**config.mk**
```make
export PLATFORM = sky130hd
export DESIGN_NAME = fpu_host_seq
export DESIGN_NICKNAME = d
export VERILOG_FILES = /design/src/rtl/fpu_pkg.sv /design/src/rtl/fpu_bus_strobe.sv /design/src/rtl/fpu_host_seq.sv
export SDC_FILE = /design/constraint.sdc
export NUM_CORES = 1
export LEC_CHECK = 0
export CAP_MARGIN = 10
export CORE_MARGIN = 5
export CORE_UTILIZATION = 40
export CTS_BUF_LIST = sky130_fd_sc_hd__clkbuf_4 sky130_fd_sc_hd__clkbuf_8 sky130_fd_sc_hd__clkbuf_16
export DETAILED_ROUTE_END_ITERATION = 6
export GPL_ROUTABILITY_DRIVEN = 0
export PLACE_DENSITY = 0.73
export SLEW_MARGIN = 20
export SYNTH_ARGS = -nofsm -noshare
export SYNTH_HDL_FRONTEND = slang
export SYNTH_SLANG_ARGS = --single-unit
```
**constraint.sdc**
```tcl
create_clock -name clk -period 4.8 [get_ports clk]
set_input_delay 1.2 -clock clk [delete_from_list [all_inputs] [get_ports clk]]
set_output_delay 1.2 -clock clk [all_outputs]
set_load 0.005 [all_outputs]
```
**src/rtl/fpu_pkg.sv**
```systemverilog
// rtl/fpu_pkg.sv - shared FPU bus constants, command codes and sequencer state type
package fpu_pkg;

    localparam logic [1:0] FPU_ADDR_STATUS = 2'b00;
    localparam logic [1:0] FPU_ADDR_RESULT = 2'b01;
    localparam logic [1:0] FPU_ADDR_CMD    = 2'b10;
    localparam logic [1:0] FPU_ADDR_VALUE  = 2'b11;

    localparam logic [7:0] FPU_CMD_SETY = 8'd1;
    localparam logic [7:0] FPU_CMD_SETX = 8'd2;
    localparam logic [7:0] FPU_CMD_DIV  = 8'd3;
    localparam logic [7:0] FPU_CMD_MUL  = 8'd4;

    localparam int FPU_STATUS_BUSY_BIT = 7;

    typedef enum logic [3:0] {
        SEQ_IDLE,
        SEQ_CMD_Y,
        SEQ_VAL_Y,
        SEQ_CMD_X,
        SEQ_VAL_X,
        SEQ_CMD_OP,
        SEQ_POLL,
        SEQ_SETTLE,
        SEQ_RD,
        SEQ_DONE
    } seq_state_t;

    // Operand bytes go out MSB first, so index 0 selects [31:24].
    function automatic logic [7:0] word_byte(input logic [31:0] word, input logic [1:0] idx);
        case (idx)
            2'd0:    return word[31:24];
            2'd1:    return word[23:16];
            2'd2:    return word[15:8];
            default: return word[7:0];
        endcase
    endfunction

endpackage

```
**src/rtl/fpu_bus_strobe.sv**
```systemverilog
// rtl/fpu_bus_strobe.sv - one-cycle bus strobe followed by a mandatory gap cycle
module fpu_bus_strobe (
    input  logic       clk,
    input  logic       rst_n,
    input  logic       req,
    input  logic       rd_nwr,
    input  logic [1:0] req_addr,
    input  logic [7:0] req_wdata,
    output logic       strobe_done,
    output logic       fpusel,
    output logic [1:0] addr,
    output logic       read,
    output logic       write,
    output logic [7:0] wdata
);

    logic gap;
    logic strobe;

    // The FPU needs the low gap to see fresh command edges and byte-index advances.
    always_ff @(posedge clk or negedge rst_n) begin
        if (!rst_n) begin
            gap <= 1'b0;
        end else begin
            gap <= req & ~gap;
        end
    end

    assign strobe      = req & ~gap;
    assign strobe_done = gap;
    assign fpusel      = strobe;
    assign read        = strobe & rd_nwr;
    assign write       = strobe & ~rd_nwr;
    assign addr        = strobe ? req_addr : 2'b00;
    assign wdata       = (strobe & ~rd_nwr) ? req_wdata : 8'h00;

endmodule

```
**src/rtl/fpu_host_seq.sv**
```systemverilog
// rtl/fpu_host_seq.sv - bus-master sequencer driving a byte-wide FPU (optional FPU_SEQ_TIMEOUT_EN)
module fpu_host_seq
    import fpu_pkg::*;
#(
    parameter int TIMEOUT = 255,
    parameter int CNT_W   = 8
) (
    input  logic        clk,
    input  logic        rst_n,
    input  logic        start,
    input  logic        op,
    input  logic [31:0] y_in,
    input  logic [31:0] x_in,
    output logic        busy,
    output logic        done,
    output logic [31:0] result,
`ifdef FPU_SEQ_TIMEOUT_EN
    output logic        err,
`endif
    output logic        fpusel,
    output logic [1:0]  addr,
    output logic        read,
    output logic        write,
    output logic [7:0]  wdata,
    input  logic [7:0]  rdata
);

    if ((2 ** CNT_W) <= TIMEOUT) begin : g_bad_cnt_w
        $error("fpu_host_seq: CNT_W too narrow for TIMEOUT");
    end

    seq_state_t  state, state_next;
    logic [31:0] y_reg, x_reg, shreg;
    logic        op_reg;
    logic [1:0]  idx;
    logic        poll_busy;
    logic        timeout_hit;
    logic        req, rd_nwr, strobe_done;
    logic [1:0]  req_addr;
    logic [7:0]  req_wdata;
    logic        last_byte;

    assign last_byte = strobe_done && (idx == 2'd3);

    fpu_bus_strobe u_strobe (
        .clk         (clk),
        .rst_n       (rst_n),
        .req         (req),
        .rd_nwr      (rd_nwr),
        .req_addr    (req_addr),
        .req_wdata   (req_wdata),
        .strobe_done (strobe_done),
        .fpusel      (fpusel),
        .addr        (addr),
        .read        (read),
        .write       (write),
        .wdata       (wdata)
    );

    always_ff @(posedge clk or negedge rst_n) begin
        if (!rst_n) begin
            state <= SEQ_IDLE;
        end else begin
            state <= state_next;
        end
    end

    always_comb begin
        state_next = state;
        req        = 1'b0;
        rd_nwr     = 1'b0;
        req_addr   = FPU_ADDR_CMD;
        req_wdata  = 8'h00;
        case (state)
            SEQ_IDLE: if (start) state_next = SEQ_CMD_Y;
            SEQ_CMD_Y: begin
                req       = 1'b1;
                req_wdata = FPU_CMD_SETY;
                if (strobe_done) state_next = SEQ_VAL_Y;
            end
            SEQ_VAL_Y: begin
                req       = 1'b1;
                req_addr  = FPU_ADDR_VALUE;
                req_wdata = word_byte(y_reg, idx);
                if (last_byte) state_next = SEQ_CMD_X;
            end
            SEQ_CMD_X: begin
                req       = 1'b1;
                req_wdata = FPU_CMD_SETX;
                if (strobe_done) state_next = SEQ_VAL_X;
            end
            SEQ_VAL_X: begin
                req       = 1'b1;
                req_addr  = FPU_ADDR_VALUE;
                req_wdata = word_byte(x_reg, idx);
                if (last_byte) state_next = SEQ_CMD_OP;
            end
            SEQ_CMD_OP: begin
                req       = 1'b1;
                req_wdata = op_reg ? FPU_CMD_MUL : FPU_CMD_DIV;
                if (strobe_done) state_next = SEQ_POLL;
            end
            SEQ_POLL: begin
                req      = 1'b1;
                rd_nwr   = 1'b1;
                req_addr = FPU_ADDR_STATUS;
                if (strobe_done) begin
                    if (!poll_busy)       state_next = SEQ_SETTLE;
                    else if (timeout_hit) state_next = SEQ_DONE;
                end
            end
            // The FPU updates its result register one cycle after dropping busy.
            SEQ_SETTLE: state_next = SEQ_RD;
            SEQ_RD: begin
                req      = 1'b1;
                rd_nwr   = 1'b1;
                req_addr = FPU_ADDR_RESULT;
                if (last_byte) state_next = SEQ_DONE;
            end
            SEQ_DONE: state_next = SEQ_IDLE;
            default:  state_next = SEQ_IDLE;
        endcase
    end

    always_ff @(posedge clk or negedge rst_n) begin
        if (!rst_n) begin
            y_reg     <= '0;
            x_reg     <= '0;
            op_reg    <= 1'b0;
            idx       <= 2'd0;
            poll_busy <= 1'b0;
            shreg     <= '0;
            result    <= '0;
        end else begin
            if (state == SEQ_IDLE && start) begin
                y_reg  <= y_in;
                x_reg  <= x_in;
                op_reg <= op;
            end
            if (strobe_done && (state == SEQ_VAL_Y || state == SEQ_VAL_X || state == SEQ_RD))
                idx <= idx + 2'd1;
            if (read && state == SEQ_POLL)
                poll_busy <= rdata[FPU_STATUS_BUSY_BIT];
            if (read && state == SEQ_RD)
                shreg <= {shreg[23:0], rdata};
            if (state == SEQ_RD && last_byte)
                result <= shreg;
        end
    end

`ifdef FPU_SEQ_TIMEOUT_EN
    logic [CNT_W-1:0] poll_cnt;

    assign timeout_hit = poll_busy && (poll_cnt == CNT_W'(TIMEOUT - 1));

    always_ff @(posedge clk or negedge rst_n) begin
        if (!rst_n) begin
            poll_cnt <= '0;
            err      <= 1'b0;
        end else if (state == SEQ_IDLE && start) begin
            poll_cnt <= '0;
            err      <= 1'b0;
        end else if (state == SEQ_POLL && strobe_done && poll_busy) begin
            if (timeout_hit) err <= 1'b1;
            else             poll_cnt <= poll_cnt + 1'b1;
        end
    end
`else
    assign timeout_hit = 1'b0;
`endif

    assign busy = (state != SEQ_IDLE);
    assign done = (state == SEQ_DONE);

endmodule

```
* After elaboration in Yosys (flattened, before gate mapping) *
Index checks and enable logic that the tools add are counted.

storage, ports and cells
  register bits = 137
  output and inout port bits = 47
  word-level logic and storage cells = 70

cells by class
  add/sub/neg operators = 1
  equality and inequality tests = 21
  mux-type cells = 19
  bitwise operators = 5
  reductions and logical operators = 15

operators with widths
  cell                                                                      number
  8-bit one-hot mux with 3 select lines                                     2
  8-bit one-hot mux with 5 select lines                                     1
  4-bit two-way mux                                                         9
  4-bit one-hot mux with 9 select lines                                     1
  4-bit by 3-bit equality test with 1-bit output (second input constant)    4
  2-bit inequality test (second input constant)                             5
  9-bit AND reduction                                                       1
  4-bit by 2-bit equality test with 1-bit output (second input constant)    2
  4-bit equality test (second input constant)                               2
  8-bit two-way mux                                                         1
  2-bit by 1-bit inequality test with 1-bit output (second input constant)  4
  7-bit OR reduction                                                        1
  1-bit logical AND                                                         6
  2-bit one-hot mux with 3 select lines                                     1
  2-bit equality test (second input constant)                               2
  4-bit by 1-bit equality test with 1-bit output (second input constant)    1
  4-bit zero test                                                           1
  4-bit nonzero test                                                        1
  2-bit OR reduction                                                        2
  1-bit bitwise AND                                                         3
  3-bit two-way mux                                                         1
  2-bit by 1-bit adder with 2-bit output (second input constant)            1
  2-bit by 1-bit equality test with 1-bit output (second input constant)    1
  2-bit zero test                                                           1
  other kinds (4)                                                           7

* Longest topological paths before layout *
Gate-level depths: netlist (run 1).

  word-level depth = 6
  depth in mapped cells = 8

* Cells and area by module *
From an unflattened synthesis (run 1), not the netlist that was laid out.

second synthesis, totals
  cell total of the unflattened synthesis = 432
  area total of the unflattened synthesis = 6109.6 µm²

by module, submodules not included
  module          instances  cells an instance  area each (µm²)  sequential area each (µm²)
  fpu_host_seq    1          416                5934.4           3403.3
  fpu_bus_strobe  1          16                 175.2            25.0

* Least setup slack after synthesis (run 1) *
Ideal clock, no wire load.

  path type = flip-flop to output port
  start = register idx[1]
  end = output port wdata[1]
  arrival = 1.619 ns
  data required time = 3.600 ns
  path slack = 1.981 ns
  cell stages (with the launch flop) = 9
  path through = dfrtp_1 inv_1 ha_1 clkbuf_1 clkbuf_1 a222oi_1 o221ai_1 o21ai_1 a21oi_1

between the ends
  cells in the longest elaborated chain, start to end = 4
  elaborated cells on any way between the ends = 7

ends and longest elaborated chain
  what                                               line                  text
  start: declaration                                 fpu_host_seq.sv:35    logic [1:0] idx;
  start signal: assignment                           fpu_host_seq.sv:141   idx <= idx + 2'd1;
  2-bit equality test, or another cell as far along  fpu_pkg.sv:31         case (idx)
  8-bit one-hot mux with 3 select lines              fpu_pkg.sv:31
  8-bit one-hot mux with 5 select lines (*)          fpu_host_seq.sv:74    case (state)
  8-bit two-way mux (*)                              fpu_bus_strobe.sv:35  assign wdata = (strobe & ~rd_nwr) ? req_wdata : 8'h00;
  end: declaration                                   fpu_host_seq.sv:24    output logic [7:0] wdata,

Mark *: on every way between the ends. The rest lies on a longest branch, timed or not.

* Final worst setup path (run 1) *
  start = register state[1]
  end = output port wdata[7]

between the ends
  cells in the longest elaborated chain, start to end = 6
  elaborated cells on any way between the ends = 16

ends and longest elaborated chain
  what                                                                          line                                        text
  start: declaration                                                            fpu_host_seq.sv:32                          seq_state_t state, state_next;
  start signal: assignment                                                      fpu_host_seq.sv:64                          state <= state_next;
  4-bit by 2-bit equality test with 1-bit output, or another cell as far along  fpu_host_seq.sv:74
  7-bit OR reduction (no source line) or 2-bit OR reduction (tied branches)     n/a
  1-bit two-way mux                                                             fpu_host_seq.sv:74
  1-bit bitwise AND or 1-bit inverter (tied branches)                           fpu_bus_strobe.sv:29, fpu_bus_strobe.sv:35
  1-bit bitwise AND                                                             fpu_bus_strobe.sv:35
  8-bit two-way mux (*)                                                         fpu_bus_strobe.sv:35

Marks and branches as above.

==> flow_metrics.tcl, run 1 <==
set metrics [dict create \
    worst-path-buf-inv 1 \
    finalCriticalPeriod_ps 4290 \
    placement.io_buffers 122 \
    async_flop_share_pct 100 \
    critical-path-slowest-cell "dfrtp_1" \
    outcome "finished, final reports clean" \
    post_synthesis_net_count 499 \
    fin_ws_ps 509 \
    detail_routed_net_length_per_standard_cell_um 18.4 \
    critical_path.max_stage_delay_ps 880 \
    power_density_mw_per_mm2 577 \
    hold_viol_final 0 \
    synth_sequential_area_ratio_pct 56.6 \
    via_count_of_the_first_global_routing_pass 4155 \
    netlist_top_cells_area "dfrtp_1, mux2_2, mux2_4" \
    critPathLaunchType "flop" \
    route.detailed.drc 0 \
    worst_hold_path_type "flop to flop" \
    post_cts_resized 0 \
    timing.rr.end "shreg[16]" \
    clockBufferDepth 2 \
    synthCells 418 \
    yosys_most_used_dff "dfrtp_1" \
    timing.critical_path.depth 5 \
    setup.worst_path.end "wdata[7]" \
    die_width_um 133 \
    finalNetCount 612 \
    worst-r2r-setup-slack_ps 2150 \
    total_routing_usage_reported_by_global_routing_pct 15.4 \
    pin_count_of_the_biggest_net_entering_global_routing 109 \
    cts_tree "yes" \
    io_pins 123 \
    ff2ff_path_depth 3 \
    report.power.total_w 0.00461 \
    wirelength_mm 13.4 \
    timing.rr.start "state[3]" \
    worst_ep_arrival_time_ps 3090 \
    antenna_violating_nets_post_route 0 \
    flip_flop_and_latch_count_after_synthesis 137 \
    post-synth-top-area-cell "dfrtp_1" \
    timing.max_cap.violations 0 \
    row_count 45 \
    dr_total_vias 3894 \
    cells_traversed_along_the_worst_timing_path "or4b_1 -> o22ai_1 -> nor2_1 -> a211oi_1 -> clkdlybuf4s50_1" \
    ys_types 45 \
    die-height_um 133 \
    gr-total-overflow 0 \
    dieArea_mm2 0.0177 \
    numClockSinks 137 \
    post_dp_cell_area_mm2 0.00735 \
    path_max_fanout 28 \
    pre_cts_slack_ps 939 \
    drt_first_pass_iters 7 \
    critical_path_start_end_classification "flop to primary output" \
    numPlacedInstances 699 \
    postCtsHoldBufs 0 \
    maxClockFrequency_mhz 233 \
    final_layout_size_suffix_gt1_share_pct 31.8 \
    post_cts.repair.setup_buffers 0 \
    synth_edf_count 0 \
    cts_buffers 17 \
    final-instance-count-excl-fill 732 \
    design_area_mm2 0.00798 \
    placeableCoreArea_mm2 0.0150 \
    synth_top_area_share_pct 56.6 \
    areaGrowthSynthToFinish_pct 31.7 \
    worst_pin_slew_ps 1080 \
    antenna_found_initial 0 \
    endpoint_kind "primary output" \
    timing.critical_path.max_delay_family "flip-flops" \
    clock_tree.root_cell "clkbuf_16" \
    setup_viol_count_final 0 \
    netlist_area_mm2 0.00606 \
    vdd_drop_max_mv 0.301 \
    setup_total_negative_slack_ps 0 \
    setup.worst_path.start "state[1]" \
    syn-mean-instance-area_um2 14.5 \
    vias_per_cell 5.32 \
    violation_count_after_the_first_detailed_routing_iteration 188 \
    initial_core_util_pct 40.3 \
    antenna_cells_inserted 0 \
    clk_pin_slew_ps 50 \
    final.period_utilization_pct 89.4 \
    max_slew_margin_pct 28.0 \
    clock_insertion_delay_worst_skew_ps 410 \
    detailedPlacementHpwl_mm 9.30 \
    grt_setup_unrepaired "no" \
    finalMaxSlewViolations 0 \
    cp.required_ps 3600 \
    grt_pass1_wl_mm 21.6 \
    ys_warn_count 0 \
    htreeDepth 4 \
    p_leak_nw 3.54 \
    final.setup_skew_ps 10.1 \
]
stage by stage:
| stage | utilization [%] | hold slack [ps] |
|---|---|---|
| finish | 53.1 | 481 |
| global route | 53.1 | 514 |
| CTS | 52.9 | 487 |
| detailed placement | 48.9 | 474 |
| global placement | 48.9 | 468 |
| floorplan | - | 472 |
cells in the mapped netlist, types with 2 or more instances:
library cell,instances
nor3_1,8
a22oi_1,4
nor2b_1,2
buf_6,9
buf_2,10
clkbuf_1,11
a222oi_1,16
o21ai_0,7
a21oi_1,6
a211oi_1,2
nand3b_1,4
buf_4,2
nor4_1,2
mux2_4,30
nor4b_2,2
ha_1,5
nand2b_1,2
dfrtp_1,137
mux2_2,99
xor2_1,2
nor2_1,7
or4b_1,3
inv_1,6
a221oi_1,4
o22ai_1,8
nand2_1,9
mux2_1,2
nand3_1,2
where the power goes:
group	switching [W]	leakage, nW	internal [W]	total [W]
registers	0.000329	1.74	0.00154	0.00187
logic	0.000607	1.51	0.000811	0.00142
clock network	0.000493	0.294	0.000825	0.00132
kinds of logic (layout without fill, tap and decap cells):
logic type / count (synthesis) / count (layout) / synth area share (%)
buffers and inverters: 39 / 165 / 3.86
muxes: 132 / 132 / 26.4
and+or+nand+nor: 47 / 47 / 4.89
AOI/OAI and AO/OA: 55 / 55 / 6.85
adders and majority gates: 5 / 5 / 1.03
DFF: 137 / 137 / 56.6
xor gates and xnor gates: 3 / 3 / 0.434
routing by layer:
metal	up-vias	share of wire [%]	global-route usage [%]
li1	1780	-	-
met2	133	48	24.7
met3	8	6.7	6.16
met1	1973	44	19.5
met4	0	1.0	4.46
met5	-	0	0
cell type report:
type / count / area (µm²)
clock buffers: 18 / 433
clock inverters: 14 / 173
fillers: 1209 / 7050
inverters: 6 / 22.5
multi-input cells: 242 / 2410
flip-flops and latches: 137 / 3430
well taps: 188 / 235
repair buffers: 127 / 1280
worst register-to-register path, delay by kind of cell (launching register included):
| kind | cells | cell delay (ps) |
|---|---|---|
| muxes | 1 | 500 |
| and+or+nand+nor | 2 | 1220 |
| DFF | 1 | 820 |
placed cells by master, fill, tap and decap left out, drive strengths merged, types with 4 or more instances in the layout:
master	synthesis	final
a22oi	4	4
buf	22	6
nand2	9	9
dfrtp	137	137
a21oi	6	6
inv	6	8
a221oi	4	4
clkdlybuf4s50	0	121
clkbuf	11	18
o22ai	8	8
mux2	131	131
nor2	7	7
clkinv	0	7
nor3	8	8
ha	5	5
o21ai	8	8
a222oi	16	16
nand3b	4	4
worst min path at each step:
stage / endpoint / start / slack, ps / depth (start not counted)
global route: y_reg[16] / y_reg[16] / 510 / 1
detailed placement: result[7] / result[7] / 470 / 1
global placement: result[7] / result[7] / 470 / 1
floorplan: poll_busy / poll_busy / 470 / 1
finish: result[7] / result[7] / 480 / 1
CTS: result[6] / result[6] / 490 / 1
Power figures use the tool's default switching activity.
==> run 2: changes to the inputs <==
--- a/config.mk
+++ b/config.mk
@@ -6,9 +6,11 @@
 export NUM_CORES = 1
 export LEC_CHECK = 0
 export CAP_MARGIN = 10
+export CORE_ASPECT_RATIO = 0.8
 export CORE_MARGIN = 5
 export CORE_UTILIZATION = 40
 export CTS_BUF_LIST = sky130_fd_sc_hd__clkbuf_4 sky130_fd_sc_hd__clkbuf_8 sky130_fd_sc_hd__clkbuf_16
+export CTS_CLUSTER_SIZE = 8
 export DETAILED_ROUTE_END_ITERATION = 6
 export GPL_ROUTABILITY_DRIVEN = 0
 export PLACE_DENSITY = 0.73
==> flow_metrics.tcl, run 2 (synthesis results as in run 1) <==
set metrics [dict create \
    outcome "complete, but fails checks" \
    failed_checks "DRC" \
    initial_core_util_pct 40.5 \
    timing.max_cap.violations 0 \
    cts_buffers 17 \
    critPathLaunchType "flop" \
    post_dp_cell_area_mm2 0.00734 \
    total_routing_usage_reported_by_global_routing_pct 16.3 \
    cells_traversed_along_the_worst_timing_path "or4b_1 -> o22ai_1 -> a21oi_1 -> a21oi_1 -> clkdlybuf4s50_1" \
    worst_ep_arrival_time_ps 3060 \
    critical_path_start_end_classification "flop to primary output" \
    clockBufferDepth 2 \
    hold_viol_final 0 \
    finalCriticalPeriod_ps 4260 \
    multi_input_area_mm2 0.00241 \
    most_common_cell_after_layout_fill_and_taps_aside "dfrtp_1" \
    route.detailed.drc 2 \
    areaGrowthSynthToFinish_pct 31.0 \
    grt_pass1_wl_mm 22.5 \
    dr_total_vias 3882 \
    drt_first_pass_iters 7 \
    finalNetCount 610 \
    antenna_found_initial 0 \
    numClockSinks 137 \
    detailedPlacementHpwl_mm 10.1 \
    worst_pin_slew_ps 1060 \
    max_slew_margin_pct 29.5 \
    numPlacedInstances 699 \
    postCtsHoldBufs 0 \
    final.period_utilization_pct 88.7 \
    dieArea_mm2 0.0177 \
    critical_path.max_stage_delay_ps 880 \
    via_count_of_the_first_global_routing_pass 4057 \
    finish.utilization_pct 53.1 \
    clock_tree.root_cell "clkbuf_16" \
    io_pins 123 \
    post_cts_resized 0 \
    pin_count_of_the_biggest_net_entering_global_routing 112 \
    final.setup_skew_ps 6.51 \
    final-instance-count-excl-fill 731 \
    post_cts.repair.setup_buffers 0 \
    design_area_mm2 0.00794 \
    cts_tree "yes" \
    path_max_fanout 28 \
    antenna_violating_nets_post_route 0 \
    cp_common_cell "a21oi_1" \
    placeableCoreArea_mm2 0.0150 \
    wirelength_mm 14.2 \
    die_width_um 148 \
    die-height_um 120 \
    gr-total-overflow 0 \
    worst_hold_path_type "flop to flop" \
    placement.io_buffers 122 \
    vdd_drop_max_mv 0.270 \
    p_leak_nw 3.52 \
    setup_total_negative_slack_ps 0 \
    maxClockFrequency_mhz 235 \
    finalMaxSlewViolations 0 \
    detail_routed_net_length_per_standard_cell_um 19.4 \
    antenna_cells_inserted 0 \
    filler_cell_count 1227 \
    final_cell_mix "dfrtp_1, clkdlybuf4s50_1, mux2_2, mux2_4, clkbuf_16" \
    grt_setup_unrepaired "no" \
    critical-path-slowest-cell "dfrtp_1" \
    seqCellArea_mm2 0.00343 \
    final_layout_size_suffix_gt1_share_pct 31.5 \
    vias_per_cell 5.31 \
    setup_viol_count_final 0 \
    row_count 40 \
    violation_count_after_the_first_detailed_routing_iteration 278 \
    clk_pin_slew_ps 60 \
    clock_insertion_delay_worst_skew_ps 410 \
    endpoint_kind "primary output" \
    report.power.total_w 0.00461 \
    cp.required_ps 3600 \
    htreeDepth 4 \
    power_density_mw_per_mm2 581 \
]
run 2: cell count changes in the layout (fill, tap and decap cells not counted), sizes merged:
cell / before / now
clkinv: 7 / 3
buf: 6 / 3
bufinv: 3 / 2
inv: 8 / 11
clkbuf: 18 / 20
clkinvlp: 2 / 3
run 2: stage by stage:
step / setup slack [ps] / hold slack (ps)
2_1_floorplan: 1980 / 472
3_3_place_gp: 1030 / 472
3_5_place_dp: 953 / 478
4_1_cts: 508 / 491
5_1_grt: 386 / 507
6_report: 544 / 489
run 2: worst paths after layout:
check / from / end / slack (ps) / cells after the start
max: state[1] / wdata[0] / 540 / 5
min: result[7] / result[7] / 490 / 1
max reg2reg: state[3] / shreg[26] / 2160 / 3
min reg2reg: result[7] / result[7] / 490 / 1
max in group asynchronous: rst_n / shreg[30] / 3020 / 2
min in group asynchronous: rst_n / result[2] / 900 / 1
run 2: worst max-delay path, delay by kind of cell, from the launching register on:
family,cells,cell delay (ps)
buffers and inverters,1,550
flip-flops,1,880
AND/OR/NAND/NOR,1,640
AO/OA/AOI/OAI,3,570
run 2: final cells by class:
type | instances | share of cell area, %
timing repair buffer | 125 | 15.7
inverter | 6 | 0.284
sequential | 137 | 43.2
tap | 189 | 2.98
clock buffer | 19 | 5.70
multi-input combinational | 242 | 30.4
clock inverter | 13 | 1.78
run 2: power by group:
group | switching, W | leakage [nW] | total [W] | internal (W)
registers | 0.000410 | 1.74 | 0.00195 | 0.00154
clock network | 0.000503 | 0.287 | 0.00130 | 0.000797
logic | 0.000555 | 1.49 | 0.00136 | 0.000807
run 2: per-layer routing:
layer / vias to the layer above / global-route usage [%] / routed length [µm]
li1: 1783 / - / -
met5: - / 0 / 0
met2: 98 / 24.3 / 6660
met1: 1993 / 22.8 / 6510
met4: 0 / 4.71 / 91
met3: 8 / 5.25 / 897
==> run 3: changes to the inputs <==
--- a/config.mk
+++ b/config.mk
@@ -7,7 +7,6 @@
 export LEC_CHECK = 0
 export CAP_MARGIN = 10
 export CORE_ASPECT_RATIO = 0.8
-export CORE_MARGIN = 5
 export CORE_UTILIZATION = 40
 export CTS_BUF_LIST = sky130_fd_sc_hd__clkbuf_4 sky130_fd_sc_hd__clkbuf_8 sky130_fd_sc_hd__clkbuf_16
 export CTS_CLUSTER_SIZE = 8
==> flow_metrics.tcl, run 3 (synthesis results as in run 1) <==
set metrics [dict create \
    violation_count_after_the_first_detailed_routing_iteration 282 \
    worst_ep_arrival_time_ps 3120 \
    clock_tree.root_cell "clkbuf_16" \
    post_cts.repair.setup_buffers 0 \
    setup_total_negative_slack_ps 0 \
    postCtsHoldBufs 0 \
    detail_routed_net_length_per_standard_cell_um 19.4 \
    worst_pin_slew_ps 1110 \
    detailedPlacementHpwl_mm 9.90 \
    most_common_cell_after_layout_fill_and_taps_aside "dfrtp_1" \
    areaGrowthSynthToFinish_pct 32.1 \
    maxClockFrequency_mhz 231 \
    final_cell_mix "dfrtp_1, clkdlybuf4s50_1, mux2_2, mux2_4, clkbuf_16" \
    post_cts_resized 0 \
    final.setup_skew_ps 14.5 \
    filler_cell_count 1191 \
    timing.max_cap.violations 0 \
    antenna_found_initial 0 \
    vias_per_cell 5.37 \
    row_count 39 \
    outcome "finished, final reports clean" \
    dieArea_mm2 0.0157 \
    grt_pass1_wl_mm 22.3 \
    die-height_um 112 \
    critPathLaunchType "flop" \
    finalCriticalPeriod_ps 4320 \
    placement.io_buffers 122 \
    via_count_of_the_first_global_routing_pass 4060 \
    power_density_mw_per_mm2 596 \
    seqCellArea_mm2 0.00343 \
    finalNetCount 612 \
    max_slew_margin_pct 26.2 \
    numClockSinks 137 \
    hold_viol_final 0 \
    total_routing_usage_reported_by_global_routing_pct 19.0 \
    design_area_mm2 0.00801 \
    final.hold.worst_slack_ps 493 \
    dr_total_vias 3906 \
    io_pins 123 \
    clock_insertion_delay_worst_skew_ps 420 \
    pin_count_of_the_biggest_net_entering_global_routing 74 \
    initial_core_util_pct 41.7 \
    antenna_cells_inserted 0 \
    multi_input_area_mm2 0.00241 \
    critical-path-slowest-cell "dfrtp_1" \
    route.detailed.drc 0 \
    antenna_violating_nets_post_route 0 \
    htreeDepth 4 \
    grt_setup_unrepaired "no" \
    p_leak_nw 3.57 \
    clk_pin_slew_ps 60 \
    critical_path.max_stage_delay_ps 890 \
    critical_path_start_end_classification "flop to primary output" \
    die_width_um 140 \
    finish.utilization_pct 55.1 \
    final.period_utilization_pct 90.0 \
    wirelength_mm 14.1 \
    cp.required_ps 3600 \
    worst_hold_path_type "flop to flop" \
    vdd_drop_max_mv 0.325 \
    endpoint_kind "primary output" \
    cells_traversed_along_the_worst_timing_path "or4b_1 -> o22ai_1 -> nor2_1 -> a211oi_1 -> clkdlybuf4s50_1" \
    final_layout_size_suffix_gt1_share_pct 31.8 \
    cts_buffers 17 \
    drt_first_pass_iters 7 \
    setup_viol_count_final 0 \
    path_max_fanout 28 \
    finalMaxSlewViolations 0 \
    cts_tree "yes" \
    gr-total-overflow 0 \
    placeableCoreArea_mm2 0.0145 \
    post_dp_cell_area_mm2 0.00735 \
    clockBufferDepth 2 \
]
-- run 3: worst max-delay path, delay by kind of cell (launching register included) --
| kind | cells | cell delay (ps) |
|---|---|---|
| flops | 1 | 890 |
| simple gates | 2 | 700 |
| buf+inv | 1 | 580 |
| compound gates | 2 | 530 |
-- run 3: area by class of cell --
class / instances / share of cell area, %
well taps: 184 / 2.87
flip-flops and latches: 137 / 42.8
inverters: 6 / 0.281
clock inverters: 12 / 2.45
multi-input cells: 242 / 30.1
clock buffers: 20 / 5.75
repair buffers: 127 / 15.7
-- run 3: final timing paths --
path                            from         to  slack [ps]  cells after the start
max in group asynchronous      rst_n  shreg[15]        3020                      2
max                         state[1]   wdata[7]         480                      5
max reg2reg                 state[1]  y_reg[17]        2040                      4
min in group asynchronous      rst_n   shreg[4]         790                      1
min reg2reg                result[6]  result[6]         490                      1
min                        result[6]  result[6]         490                      1
-- run 3: per-stage QoR --
step                worst slack (ps)  instances  power [W]
floorplan                       1980        418    0.00282
global placement                1020        696    0.00326
detailed placement               919        696    0.00332
CTS                              478        728    0.00480
global route                     326        728    0.00502
finish                           479        728    0.00477
-- run 3: layer usage --
layer | track usage (%) | routed length, µm | up-vias
met3 | 6.06 | 992 | 21
met2 | 27.7 | 6280 | 123
li1 | - | - | 1780
met1 | 26.6 | 6620 | 1982
met5 | 0 | 0 | -
met4 | 7.03 | 203 | 0
-- run 3: power by group --
part	total, W	internal (W)	leakage, nW	switching (W)
Clock	0.00144	0.000953	0.327	0.000486
Combinational	0.00138	0.000813	1.50	0.000567
Sequential	0.00195	0.00154	1.74	0.000407
